[src/rtl/div_ctrl_pkg.sv]
// Shared definitions for the restoring/non-restoring divider sequencer:
// FSM state encoding and adder-operand mux select codes.
package div_ctrl_pkg;

    typedef enum logic [2:0] {
        ST_IDLE = 3'd0,
        ST_LOAD = 3'd1,
        ST_ITER = 3'd2,
        ST_FIX  = 3'd3,
        ST_DONE = 3'd4
    } state_e;

    localparam logic [1:0] SEL_HOLD = 2'd0;
    localparam logic [1:0] SEL_ADD  = 2'd1;
    localparam logic [1:0] SEL_LOAD = 2'd2;
    localparam logic [1:0] SEL_SUB  = 2'd3;

endpackage

[src/rtl/div_iter_counter.sv]
// Iteration counter for the divider sequencer: counts completed iterations,
// saturates at WIDTH and flags the last iteration (count == WIDTH-1).
module div_iter_counter #(
    parameter int WIDTH = 8,
    parameter int CNT_W = $clog2(WIDTH + 1)
) (
    input  logic             clk,
    input  logic             reset,
    input  logic             clear,
    input  logic             enable,
    output logic [CNT_W-1:0] count,
    output logic             tc
);

    localparam logic [CNT_W-1:0] CNT_LAST = CNT_W'(WIDTH - 1);
    localparam logic [CNT_W-1:0] CNT_MAX  = CNT_W'(WIDTH);

    always_ff @(posedge clk or negedge reset) begin
        if (!reset) begin
            count <= '0;
        end else if (clear) begin
            count <= '0;
        end else if (enable && (count != CNT_MAX)) begin
            count <= count + CNT_W'(1);
        end
    end

    assign tc = (count == CNT_LAST);

endmodule

[src/rtl/div_seq_controller.sv]
// Control FSM for a bit-serial divider: loads operands, runs one shift/add-or-
// subtract iteration per quotient bit, optionally corrects the remainder.
//
// state | meaning
// IDLE  | waiting for start, all controls low
// LOAD  | load operands, latch divide-by-zero flag
// ITER  | one quotient bit per cycle, add/subtract chosen by remainder sign
// FIX   | restore a negative final remainder (FIX_EN only)
// DONE  | result valid until ack or a new start
module div_seq_controller
    import div_ctrl_pkg::*;
#(
    parameter int WIDTH  = 8,
    parameter int FIX_EN = 1,
    parameter int CNT_W  = $clog2(WIDTH + 1)
) (
    input  logic             clk,
    input  logic             reset,
    input  logic             start,
    input  logic             sign,
    input  logic             divzero,
    input  logic             ack,
    output logic             load,
    output logic             shift,
    output logic             add,
    output logic             inbit,
    output logic [1:0]       sel,
    output logic             valid,
    output logic             busy,
    output logic             err,
    output logic [CNT_W-1:0] count
);

    state_e state;
    state_e state_nxt;
    logic   cnt_clear;
    logic   cnt_tc;

    always_comb begin
        state_nxt = state;
        unique case (state)
            ST_IDLE: if (start) state_nxt = ST_LOAD;
            ST_LOAD: begin
                if (start)        state_nxt = ST_LOAD;
                else if (divzero) state_nxt = ST_DONE;
                else              state_nxt = ST_ITER;
            end
            ST_ITER: begin
                if (start)       state_nxt = ST_LOAD;
                else if (cnt_tc) state_nxt = (FIX_EN != 0) ? ST_FIX : ST_DONE;
            end
            ST_FIX:  state_nxt = start ? ST_LOAD : ST_DONE;
            ST_DONE: begin
                if (start)    state_nxt = ST_LOAD;
                else if (ack) state_nxt = ST_IDLE;
            end
            default: state_nxt = ST_IDLE;
        endcase
    end

    always_ff @(posedge clk or negedge reset) begin
        if (!reset) begin
            state <= ST_IDLE;
            err   <= 1'b0;
        end else begin
            state <= state_nxt;
            if (state == ST_LOAD) err <= divzero;
        end
    end

    // Count restarts from zero on every new operation and when returning to idle.
    assign cnt_clear = (state_nxt == ST_LOAD) || (state_nxt == ST_IDLE) || (state == ST_LOAD);

    div_iter_counter #(
        .WIDTH (WIDTH),
        .CNT_W (CNT_W)
    ) u_iter_counter (
        .clk    (clk),
        .reset  (reset),
        .clear  (cnt_clear),
        .enable (state == ST_ITER),
        .count  (count),
        .tc     (cnt_tc)
    );

    always_comb begin
        load  = 1'b0;
        shift = 1'b0;
        add   = 1'b0;
        inbit = 1'b0;
        sel   = SEL_HOLD;
        valid = 1'b0;
        busy  = 1'b0;
        unique case (state)
            ST_IDLE: ;
            ST_LOAD: begin
                load = 1'b1;
                sel  = SEL_LOAD;
                busy = 1'b1;
            end
            ST_ITER: begin
                shift = 1'b1;
                busy  = 1'b1;
                add   = sign;
                inbit = ~sign;
                sel   = sign ? SEL_ADD : SEL_SUB;
            end
            ST_FIX: begin
                busy = 1'b1;
                add  = sign;
                sel  = sign ? SEL_ADD : SEL_HOLD;
            end
            ST_DONE: valid = 1'b1;
            default: ;
        endcase
    end

endmodule
[config.mk]
export PLATFORM = sky130hd
export DESIGN_NAME = div_seq_controller
export DESIGN_NICKNAME = d
export VERILOG_FILES = /design/src/rtl/div_ctrl_pkg.sv /design/src/rtl/div_iter_counter.sv /design/src/rtl/div_seq_controller.sv
export SDC_FILE = /design/constraint.sdc
export NUM_CORES = 1
export LEC_CHECK = 0
export ABC_AREA = 1
export BUFFER_PORTS_ARGS = -buffer_cell sky130_fd_sc_hd__clkbuf_2
export CAP_MARGIN = 5
export CORE_MARGIN = 3
export CORE_UTILIZATION = 30
export CTS_CLUSTER_DIAMETER = 30
export DETAILED_ROUTE_END_ITERATION = 6
export PLACE_DENSITY = 0.61
export SKIP_LAST_GASP = 1
export SLEW_MARGIN = 10
export SYNTH_ARGS = -nofsm -noshare
export SYNTH_HDL_FRONTEND = slang
export SYNTH_SLANG_ARGS = --single-unit
[constraint.sdc]
create_clock -name clk -period 1.4 [get_ports clk]
set_clock_uncertainty 0.2 [all_clocks]
set_input_delay 0.28 -clock clk [delete_from_list [all_inputs] [get_ports clk]]
set_output_delay 0.28 -clock clk [all_outputs]
set_load 0.02 [all_outputs]
==> summary by stage, run 1 <==
Worst setup path
The element type at the critical path end is an output pin. STA classifies the critical path startpoint as a flip-flop. The start point of the critical path is state[2]. The count of cells along the worst register-to-register path is 10. The worst register-to-register path begins at state[1]. In this run the critical register-to-register path is captured at u_iter_counter.count[3]. The worst-case register-to-register setup slack is -0.11 ns. For the worst setup path, the data arrival time is 1.23 ns. The classification of the worst setup path is flip-flop to output pin. For the worst setup path, the data required time is 0.92 ns. The maximum fanout along the worst path is 8.

Die
The number of I/O pins is 19. The floorplan step set the die height to 47.2 um. The number of rows in the core area is 14. The effective utilization at floorplan is 0.330. The area enclosed by the die boundary is 2220 sq um.

The area of the core is 1540 sq um. Measured along the x axis, the die boundary spans 47.2 um.

STA
The count of endpoints failing hold in the final timing report is 0. The transition time at the pin with the least slew margin is 0.190 ns. Setup violations remaining at the end of the flow were counted as 12. The worst-case setup margin in the final layout is -0.310 ns. Subtracting the final worst setup slack from the clock period gives 1.71 ns.

The part of the cycle the worst path needs is 1.22. The achievable clock frequency is 585 MHz. On the final layout, the worst hold slack is 0.0968 ns. Setup repair after global routing could not meet its margin everywhere. The max-slew violation count is 0. Headroom to the max-slew limit came out at 0.873.

Power and ir drop
The analysis attributes to cell leakage a power of 0.501 nW. The portion of total power attributed to combinational logic is 0.332. Cell internal power was estimated by the tool at 456 uW. Summed over all nets, the switching power comes to 197 uW. The share of total power dissipated in the clock network is 0.275. Of the total power, the share spent switching nets is 0.302. The power consumption is 653 uW.

The portion of total power attributed to sequential cells is 0.393. The total power density per cell area is 659 nW/um^2. VDD sags by at most 0.949 mV.

Clocking
The clock edge transition at the registers on the reported setup and hold paths is 0.05 ns. The depth of the CTS H-tree is 1. No sink is reached through more buffers than the 2 on the longest clock path. For this design, the sink count on the clock tree is 8. TritonCTS built the clock tree. The tree is rooted in a sky130_fd_sc_hd__clkbuf_4. Clock latency on the worst-skew pair, taken at its later pin, is 0.25 ns. The number of buffers inserted during clock tree synthesis is 3.

GRT
The first-pass GRT wire length is 2.26 mm. For this run, the total global-route usage over all layers was measured as 0.144. The maximum number of pins on one net before global-route repair is 9. Global routing finished with a remaining overflow of 0. The number of global-route vias before repair came to 567.

The initial antenna violation count was 0.

Detailed routing
The total via count in the routed design is 600. The wire length per cell is 10.1 um. In this run, the number of DRC markers left after iteration 0 of detailed routing was 2. After detailed routing, the number of remaining DRC violations is 0. The aggregate routed wire length is 1.37 mm.

The iteration count of the initial detailed-routing pass is 2. The number of nets still failing antenna checks after routing is 0. The routed via count divided by cell count is 4.44.

Finish
Measured on the finished design, the core utilization comes to 0.643. Once layout is done, the placed cells without fillers occupy 991 sq um. The layout cell share with drive strength beyond 1 is 0.546. The number of antenna diodes in the final layout is 0. At the end of the flow, the number of nets in the layout was 128.

The register area is 205 sq um. In the final layout, the multi-input gates occupy 337 sq um. For this run, the number of standard cells in the final layout without fillers is 135. The number of inserted filler cells in the final layout is 130. The area added between synthesis and finish is 95.1%.

Logic synthesis
The portion of the post-synthesis area used by sequential elements is 0.394. Synthesis produced a netlist with a net count of 84. The mean post-synth cell area is 6.68 sq um.

The main flop type after synthesis is sky130_fd_sc_hd__dfrtp_1. In the post-synthesis netlist, the cell with the most instances is sky130_fd_sc_hd__nand2_1. Yosys printed 0 warnings. The share of synthesized flip-flops with an asynchronous set or reset is 1.00.

Of the post-synthesis cell area, the dominant cell type holds 0.394. The number of different library cells used by synthesis comes to 12. The cell taking the most area after synthesis is sky130_fd_sc_hd__dfrtp_1.

The cell count after synthesis is 76. The flip-flop and latch count after synthesis is 8. By area the synthesized netlist is led by sky130_fd_sc_hd__dfrtp_1 (39%), sky130_fd_sc_hd__nand2_1 (15%), sky130_fd_sc_hd__inv_1 (12%). The synthesized design contains 0 enable-type register cells. Ranked by instance count, the synthesized netlist is headed by sky130_fd_sc_hd__nand2_1 (20), sky130_fd_sc_hd__inv_1 (16), sky130_fd_sc_hd__nor2_1 (13). The synthesized netlist occupies a cell area of 508 sq um.

Placed design
The half-perimeter wire length after placement is 1.01 mm. Including well taps, the total number of placed cells is 125. Routability-driven placement finished with a final weighted congestion of 0.719. The total of buffers placed on input and output ports is 18.

After detailed placement, the total cell area comes to 771 sq um.

Outcome
The checks that failed: negative setup slack. The flow ran to the end, but the final reports show violations.

Job
Max-cap violations in this run came to 0.

Hold path
The start point of the worst hold path is divzero. The tightest min-delay check is of the input pin to flip-flop type. The path with the worst hold slack has its endpoint at err. The worst hold path was traced through 3 stages.
repair_timing:
item	CTS	global route
setup endpoints to repair	15	17
endpoints found under the hold margin	8	0
buffers inserted	6	0
pin swaps	4	0
resized for setup	36	13
hold buffers	1	0
worst max-delay path by stage:
stage | end | slack, ns | cells after the start
floorplan | sel[1] | -0.24 | 5
global placement | sel[1] | -0.1 | 5
detailed placement | sel[1] | -0.11 | 5
CTS | shift | -0.32 | 5
global route | shift | -0.38 | 5
finish | shift | -0.31 | 5
final cells by class:
class	count	share of cell area
inverters	16	0.0606
repair buffers	39	0.346
clock buffers	4	0.0265
multi-input cells	52	0.340
flip-flops and latches	8	0.207
well taps	16	0.0202
registers in the layout, summed over array words and instances, names as in the netlist:
register              cells
u_iter_counter.count      4
state                     3
err                       1
power by group through the flow:
| stage | Combinational [mW] | Clock, mW | Sequential, mW |
|---|---|---|---|
| final | 0.217 | 0.180 | 0.257 |
| after global routing | 0.237 | 0.200 | 0.259 |
| after detailed placement | 0.166 | 0 | 0.259 |
| after global placement | 0.164 | 0 | 0.259 |
| after floorplan | 0.0830 | 0 | 0.267 |
| after CTS | 0.209 | 0.188 | 0.257 |
metal layers:
metal | wire length, um | global-route usage | share of wire
met1 | 609 | 0.172 | 0.45
met2 | 707 | 0.266 | 0.52
met3 | 51 | 0.0460 | 0.037
met4 | 0 | 0 | 0
met5 | 0 | 0 | 0
cell usage in the layout, fill, tap and decap left out, drive strengths merged:
master and count:
nor2 14, buf 28, nand3 6, nand4 3, ha 2, clkbuf 14, inv 16, a21oi 2
nor3 2, nand2 20, dfrtp 8, xor2 1, dlygate4sd3 1, o21ai 2
through the flow:
stage	TNS, ns	setup WS [ns]
floorplan	-0.788	-0.243
CTS	-2.75	-0.317
detailed placement	-0.702	-0.113
finish	-2.54	-0.310
global route	-3.66	-0.383
global placement	-0.536	-0.0964
cell families (layout without fill, tap and decap cells):
group                      after synthesis  in the layout  synth area share
and+or+nand+nor                         45             45             0.382
DFF                                      8              8             0.394
buffers and inverters                   16             59             0.118
AOI/OAI and AO/OA                        4              4            0.0394
xor gates and xnor gates                 1              1            0.0172
adders and majority gates                2              2            0.0493
critical path, cell delays in order (launching register included):
cell	delay, ns
sky130_fd_sc_hd__dfrtp_1	0.41
sky130_fd_sc_hd__inv_2	0.10
sky130_fd_sc_hd__nand2_4	0.05
sky130_fd_sc_hd__nor2_4	0.09
sky130_fd_sc_hd__buf_4	0.16
sky130_fd_sc_hd__clkbuf_4	0.17
No activity file was read; power rests on OpenSTA's default activity.
==> inputs of run 2 (changes only) <==
--- a/config.mk
+++ b/config.mk
@@ -13,6 +13,7 @@
 export CTS_CLUSTER_DIAMETER = 30
 export DETAILED_ROUTE_END_ITERATION = 6
 export PLACE_DENSITY = 0.61
+export SETUP_SLACK_MARGIN = 0.3
 export SKIP_LAST_GASP = 1
 export SLEW_MARGIN = 10
 export SYNTH_ARGS = -nofsm -noshare
==> summary by stage, run 2 (synthesis results as in run 1) <==
Worst setup path
The worst register-to-register path begins at state[1]. Setup slack on the worst reg-to-reg path comes out at -0.19 ns. The critical path is of the flip-flop to output pin type. The start point of the critical path is state[2]. In this run the worst path has a maximum fanout of 3. The endpoint required time on the critical path is 0.92 ns. The startpoint kind of the worst setup timing path is a flip-flop. The endpoint of the lowest-slack register-to-register path is u_iter_counter.count[0].

STA classifies the critical path endpoint as an output pin. The count of cells along the worst register-to-register path is 11. STA puts the critical path data arrival time at 1.20 ns.

Placed design
The number of placed instances, taps included, is 122. The final weighted congestion in routability-driven placement is 0.714. During placement, the flow inserted port buffers numbering 18. The HPWL after detailed placement is 992 um. The pre-CTS worst setup slack is -0.0856 ns.

Clocking
The depth of the CTS H-tree is 1. The number of buffers between clock root and the deepest sink is 2. The number of sinks on the clock net is 8. The clock edge transition at the registers on the reported setup and hold paths is 0.05 ns. For the worst-skew pair, the clock arrives at the later sink with an insertion delay of 0.25 ns.

The cell at the root of the clock tree is sky130_fd_sc_hd__clkbuf_4. The TritonCTS clock tree is built. The number of buffers inserted during clock tree synthesis is 3.

STA
At the pin with the least slew margin, the transition time is 0.209 ns. The part of the cycle the worst path needs is 1.20. The max-slew violation count is 0. Setup violations remaining at the end of the flow were counted as 15. Setup repair after global routing could not meet its margin everywhere. Headroom to the max-slew limit came out at 0.860.

Setup slack on the critical path of the routed design comes to -0.284 ns. For the finished layout, the period the worst path requires is 1.68 ns. The achievable clock frequency is 594 MHz. The count of endpoints failing hold in the final timing report is 0. The total negative slack is -2.76 ns.

Hold path
The hold-critical path endpoint is err. Along the worst hold path, the cell count comes to 3. In this run the most critical hold path is launched from divzero. The type of the most critical hold path is input pin to flip-flop.

Power and ir drop
The power consumption is 684 uW. The total power density per cell area is 666 nW/um^2. In this run the static leakage power is 0.518 nW.

The worst supply voltage drop on vdd is 0.497 mV.

Detailed routing
The post-detailed-route DRC marker count is 0. The wire length per cell is 10.9 um. The aggregate routed wire length is 1.52 mm. The total via count in the routed design is 647.

The number of nets still failing antenna checks after routing is 0. The routed via count divided by cell count is 4.65. The iteration-0 DRC count of the detailed router is 5.

The first detailed-routing pass ran for 4 iterations.

Die
The floorplan die width is 47.2 um. The effective utilization at floorplan is 0.330. The region available for standard cell placement spans 1540 sq um.

The vertical extent of the die is 47.2 um. The die covers 2220 sq um. The number of I/O pins is 19. The number of rows in the core area is 14.

Finish
The largest registers in the layout are u_iter_counter.count x4, state x3, err x1. The number of inserted diodes is 0. The area added between synthesis and finish is 102%. For this run, the post-layout net count is 132. The top register by number of flip-flops is u_iter_counter.count.

The number of inserted filler cells in the final layout is 124. The register with the most flip-flops in the layout has 4 of them. Measured on the finished design, the core utilization comes to 0.666. In the layout the commonest cells are sky130_fd_sc_hd__nand2_1 (18), sky130_fd_sc_hd__buf_4 (18), sky130_fd_sc_hd__inv_1 (11), sky130_fd_sc_hd__buf_6 (11), sky130_fd_sc_hd__nor2_1 (8). The layout cell share with drive strength beyond 1 is 0.537.

The non-filler instance count after layout is 139.

GRT
The total overflow reported by the global router is 0. The number of global-route vias before repair is 610. Entering global routing, the biggest net connects 9 pins.

For this run, the total global-route usage over all layers was measured as 0.147. The first-pass GRT wire length is 2.35 mm. The initial antenna violation count is 0.

Outcome
The run finished, with violations left. The checks that failed: negative setup slack.

Job
The number of max-cap violations is 0.
-- run 2: per-stage QoR --
stage | hold slack [ns] | area, sq um
final | 0.0885 | 1030
after global routing | 0.0982 | 1030
after CTS | 0.0833 | 935
after detailed placement | -0.0644 | 749
after global placement | -0.0643 | 749
after floorplan | -0.216 | 549
-- run 2: metal layers --
| layer | part of all wire | up-vias | GRT usage |
|---|---|---|---|
| met2 | 0.51 | 19 | 0.257 |
| met4 | 0.020 | 0 | 0.0552 |
| met5 | 0 | - | 0 |
| li1 | - | 326 | - |
| met3 | 0.043 | 4 | 0.0307 |
| met1 | 0.42 | 298 | 0.174 |
-- run 2: area by class of cell --
cell class / count / area [sq um] / share of cell area
clock buffer: 4 / 26.3 / 0.0256
inverter: 16 / 60.1 / 0.0585
multi-input combinational: 52 / 314 / 0.306
sequential: 8 / 205 / 0.200
tap: 16 / 20.0 / 0.0195
timing repair buffer: 43 / 402 / 0.391
-- run 2: worst max path at each step --
stage / to / slack, ns / cells past startpoint
global route: busy / -0.35 / 4
detailed placement: sel[1] / -0.09 / 5
floorplan: sel[1] / -0.24 / 5
finish: busy / -0.28 / 5
CTS: sel[1] / -0.29 / 5
global placement: u_iter_counter.count[0] / -0.08 / 6
-- run 2: timing repair --
action,CTS,global route
gates resized for setup,26,24
hold buffers,1,0
endpoints found under the hold margin,8,0
pin swaps,5,5
setup buffers,7,5
setup endpoints to repair,21,21
-- run 2: power by group --
| group | internal [mW] | switching (mW) |
|---|---|---|
| sequential | 0.244 | 0.0136 |
| clock | 0.109 | 0.0741 |
| combinational | 0.127 | 0.117 |
-- run 2: critical path, stage by stage, from the launching register on --
cell,delay [ns]
sky130_fd_sc_hd__dfrtp_1,0.40
sky130_fd_sc_hd__buf_4,0.15
sky130_fd_sc_hd__nor3_4,0.13
sky130_fd_sc_hd__inv_2,0.08
sky130_fd_sc_hd__nand2_1,0.07
sky130_fd_sc_hd__clkbuf_8,0.14
==> inputs of run 3 (changes only) <==
--- a/config.mk
+++ b/config.mk
@@ -8,11 +8,13 @@
 export ABC_AREA = 1
 export BUFFER_PORTS_ARGS = -buffer_cell sky130_fd_sc_hd__clkbuf_2
 export CAP_MARGIN = 5
+export CELL_PAD_IN_SITES_DETAIL_PLACEMENT = 0
+export CELL_PAD_IN_SITES_GLOBAL_PLACEMENT = 1
 export CORE_MARGIN = 3
-export CORE_UTILIZATION = 30
+export CORE_UTILIZATION = 28
 export CTS_CLUSTER_DIAMETER = 30
 export DETAILED_ROUTE_END_ITERATION = 6
-export PLACE_DENSITY = 0.61
+export PLACE_DENSITY_LB_ADDON = 0.08
 export SETUP_SLACK_MARGIN = 0.3
 export SKIP_LAST_GASP = 1
 export SLEW_MARGIN = 10
==> summary by stage, run 3 (synthesis results as in run 1) <==
GRT
The first-pass GRT wire length is 2.30 mm. The global routing met2 resource utilization is 0.211. The met3 global-route usage is 0.0215.

The number of global-route vias before repair is 563. The total overflow reported by the global router is 0. The maximum number of pins on one net before global-route repair is 9. The overall track demand over capacity in global routing is 0.125.

The met1 demand-to-capacity share in global routing is 0.149. The initial antenna violation count was 0. The layer flagged by global routing as most heavily used is met2.

Job
The number of max-cap violations is 0.

Outcome
The run finished, with violations left. The checks that failed: negative setup slack.

Worst setup path
Counting cells, the worst reg-to-reg path comes to 10. Data on the critical path arrives at its endpoint at 1.26 ns. In this run the worst setup path begins at state[2].

Following the worst setup path forward leads to its endpoint at sel[1]. The worst-case register-to-register setup slack is -0.17 ns. The element type at the critical path end is an output pin. STA classifies the critical path startpoint as a flip-flop.

The reg-to-reg startpoint is state[1]. At the worst endpoint, the required time is 0.92 ns. The endpoint of the lowest-slack register-to-register path is u_iter_counter.count[3]. Along the worst path, the maximum fanout reaches 3.

By startpoint and endpoint, the worst setup path is classified as flip-flop to output pin.

Clocking
Buffers inserted during clock tree synthesis total 3. The cell at the root of the clock tree is sky130_fd_sc_hd__clkbuf_4. In this run the number of H-tree levels came out at 1. At the later pin of the worst-skew pair, clock insertion delay measures 0.26 ns. The clock passes through at most 2 buffers.

After clock tree synthesis, the clock-pin slew on the worst setup and hold paths is 0.05 ns. The number of sinks on the clock net is 8. TritonCTS built the clock tree.

STA
The total negative slack is -2.96 ns. Setup repair after global routing could not meet its margin everywhere. Derived from the worst setup path, the maximum achievable clock frequency is 574 MHz. The count of endpoints failing hold in the final timing report came to 0.

The worst pin sits at a relative slew slack of 0.842. The max-slew violation count is 0. For the pin with the worst max-slew slack, the measured transition is 0.236 ns. The final critical-path required period is 1.74 ns. The final worst hold slack is 0.0828 ns.

Setup violations remaining at the end of the flow were counted as 14. In the post-route analysis, the smallest setup slack over all paths is -0.342 ns. In the finished design, the share of the clock period the worst path needs comes to 1.24.

Power and ir drop
The completed layout was analyzed and its total power is 712 uW. Power spread over the standard cell area amounts to 670 nW/um^2. The worst-case IR drop observed on VDD is 0.578 mV. In this run the static leakage power is 0.521 nW.

Detailed routing
The wire length per cell is 10.3 um. In this run the remaining antenna-violating nets after routing total 0. In the routed design, unresolved DRC markers number 0.

The iteration-0 DRC count of the detailed router is 7. The detailed router placed 643 vias in this run. The aggregate routed wire length is 1.50 mm.

In the routed layout, each cell is associated on average with a via count of 4.40. The iteration count of the initial detailed-routing pass is 4.

Finish
The number of inserted diodes is 0. The library cell used most frequently in the layout, excluding fill and tap cells, is sky130_fd_sc_hd__nand2_1. In the final layout, the registers with the most flip-flops are u_iter_counter.count x4, state x3, err x1.

In the final layout, the share of cells above drive strength 1 is 0.533. The flip-flop count of the largest register, all copies and words added is 4. The final layout contains 131 nets.

The top register by number of flip-flops is u_iter_counter.count. The library cells used most frequently in the layout, excluding fill and tap cells, are sky130_fd_sc_hd__nand2_1 (16), sky130_fd_sc_hd__buf_4 (15), sky130_fd_sc_hd__buf_6 (13), sky130_fd_sc_hd__inv_1 (12), sky130_fd_sc_hd__nor2_1 (9). The post-layout utilization of the core is 0.659.

The post-route cell area is 1060 sq um. After the flow finishes, the layout carries non-filler instances totaling 146. The area added between synthesis and finish is 109%.

Placed design
The cell area after placement is 759 sq um. OpenSTA, run right after detailed placement, puts the worst setup slack at -0.105 ns. The number of placed instances, taps included is 130. The total of buffers placed on input and output ports is 18.

At the end of routability-driven placement, the weighted congestion stood at 0.728. The wire-length estimate of the detail-placed layout is 1.05 mm.

Hold path
The start point of the worst hold path is divzero. The path class of the tightest hold or removal check is input pin to flip-flop.

Die
In this run the count of I/O pins placed on the die edge is 19. The floorplan die width is 48.6 um. The area enclosed by the die boundary is 2360 sq um. The total area inside the core boundary comes to 1610 sq um. The vertical extent of the die is 48.6 um. The number of rows in the core area is 14.

The effective utilization at floorplan is 0.315.
==> run 3: worst max-delay path: stages, from the launching register on <==
cell                      delay, ns
sky130_fd_sc_hd__dfrtp_1       0.41
sky130_fd_sc_hd__inv_2         0.10
sky130_fd_sc_hd__nand2_4       0.06
sky130_fd_sc_hd__nor2_4        0.10
sky130_fd_sc_hd__inv_2         0.07
sky130_fd_sc_hd__o21ai_4       0.15
sky130_fd_sc_hd__buf_8         0.12
==> run 3: timing repair <==
| item | CTS | global route |
|---|---|---|
| hold buffers | 1 | 0 |
| pin swaps | 4 | 4 |
| cloned | 0 | 0 |
| resized for setup | 27 | 31 |
| setup buffers | 6 | 5 |
| endpoints found under the hold margin | 8 | 0 |
| setup endpoints to repair | 21 | 21 |
==> run 3: area by class of cell <==
cell class              count  area [sq um]
fillers                   147           549
clock buffers               4          26.3
inverters                  16          60.1
multi-input cells          52           328
well taps                  24          30.0
repair buffers             42           413
flip-flops and latches      8           205
==> run 3: layer usage <==
| metal | up-vias | routed length [um] |
|---|---|---|
| met3 | 2 | 68 |
| met2 | 18 | 759 |
| li1 | 330 | - |
| met5 | - | 0 |
| met1 | 293 | 656 |
| met4 | 0 | 19 |
==> run 3: how the worst min path moves through the flow <==
stage | slack [ns] | to | cells past startpoint
after floorplan | -0.22 | err | 0
after global placement | -0.07 | err | 1
after detailed placement | -0.07 | err | 1
after CTS | 0.08 | err | 3
after global routing | 0.09 | err | 3
final | 0.08 | err | 3
==> run 3: where the power goes <==
group | leakage, nW | internal, mW | switching (mW) | total (mW)
logic | 0.405 | 0.134 | 0.124 | 0.258
clock network | 0.0150 | 0.109 | 0.0846 | 0.194
registers | 0.101 | 0.244 | 0.0156 | 0.259
total | 0.521 | 0.487 | 0.224 | 0.712
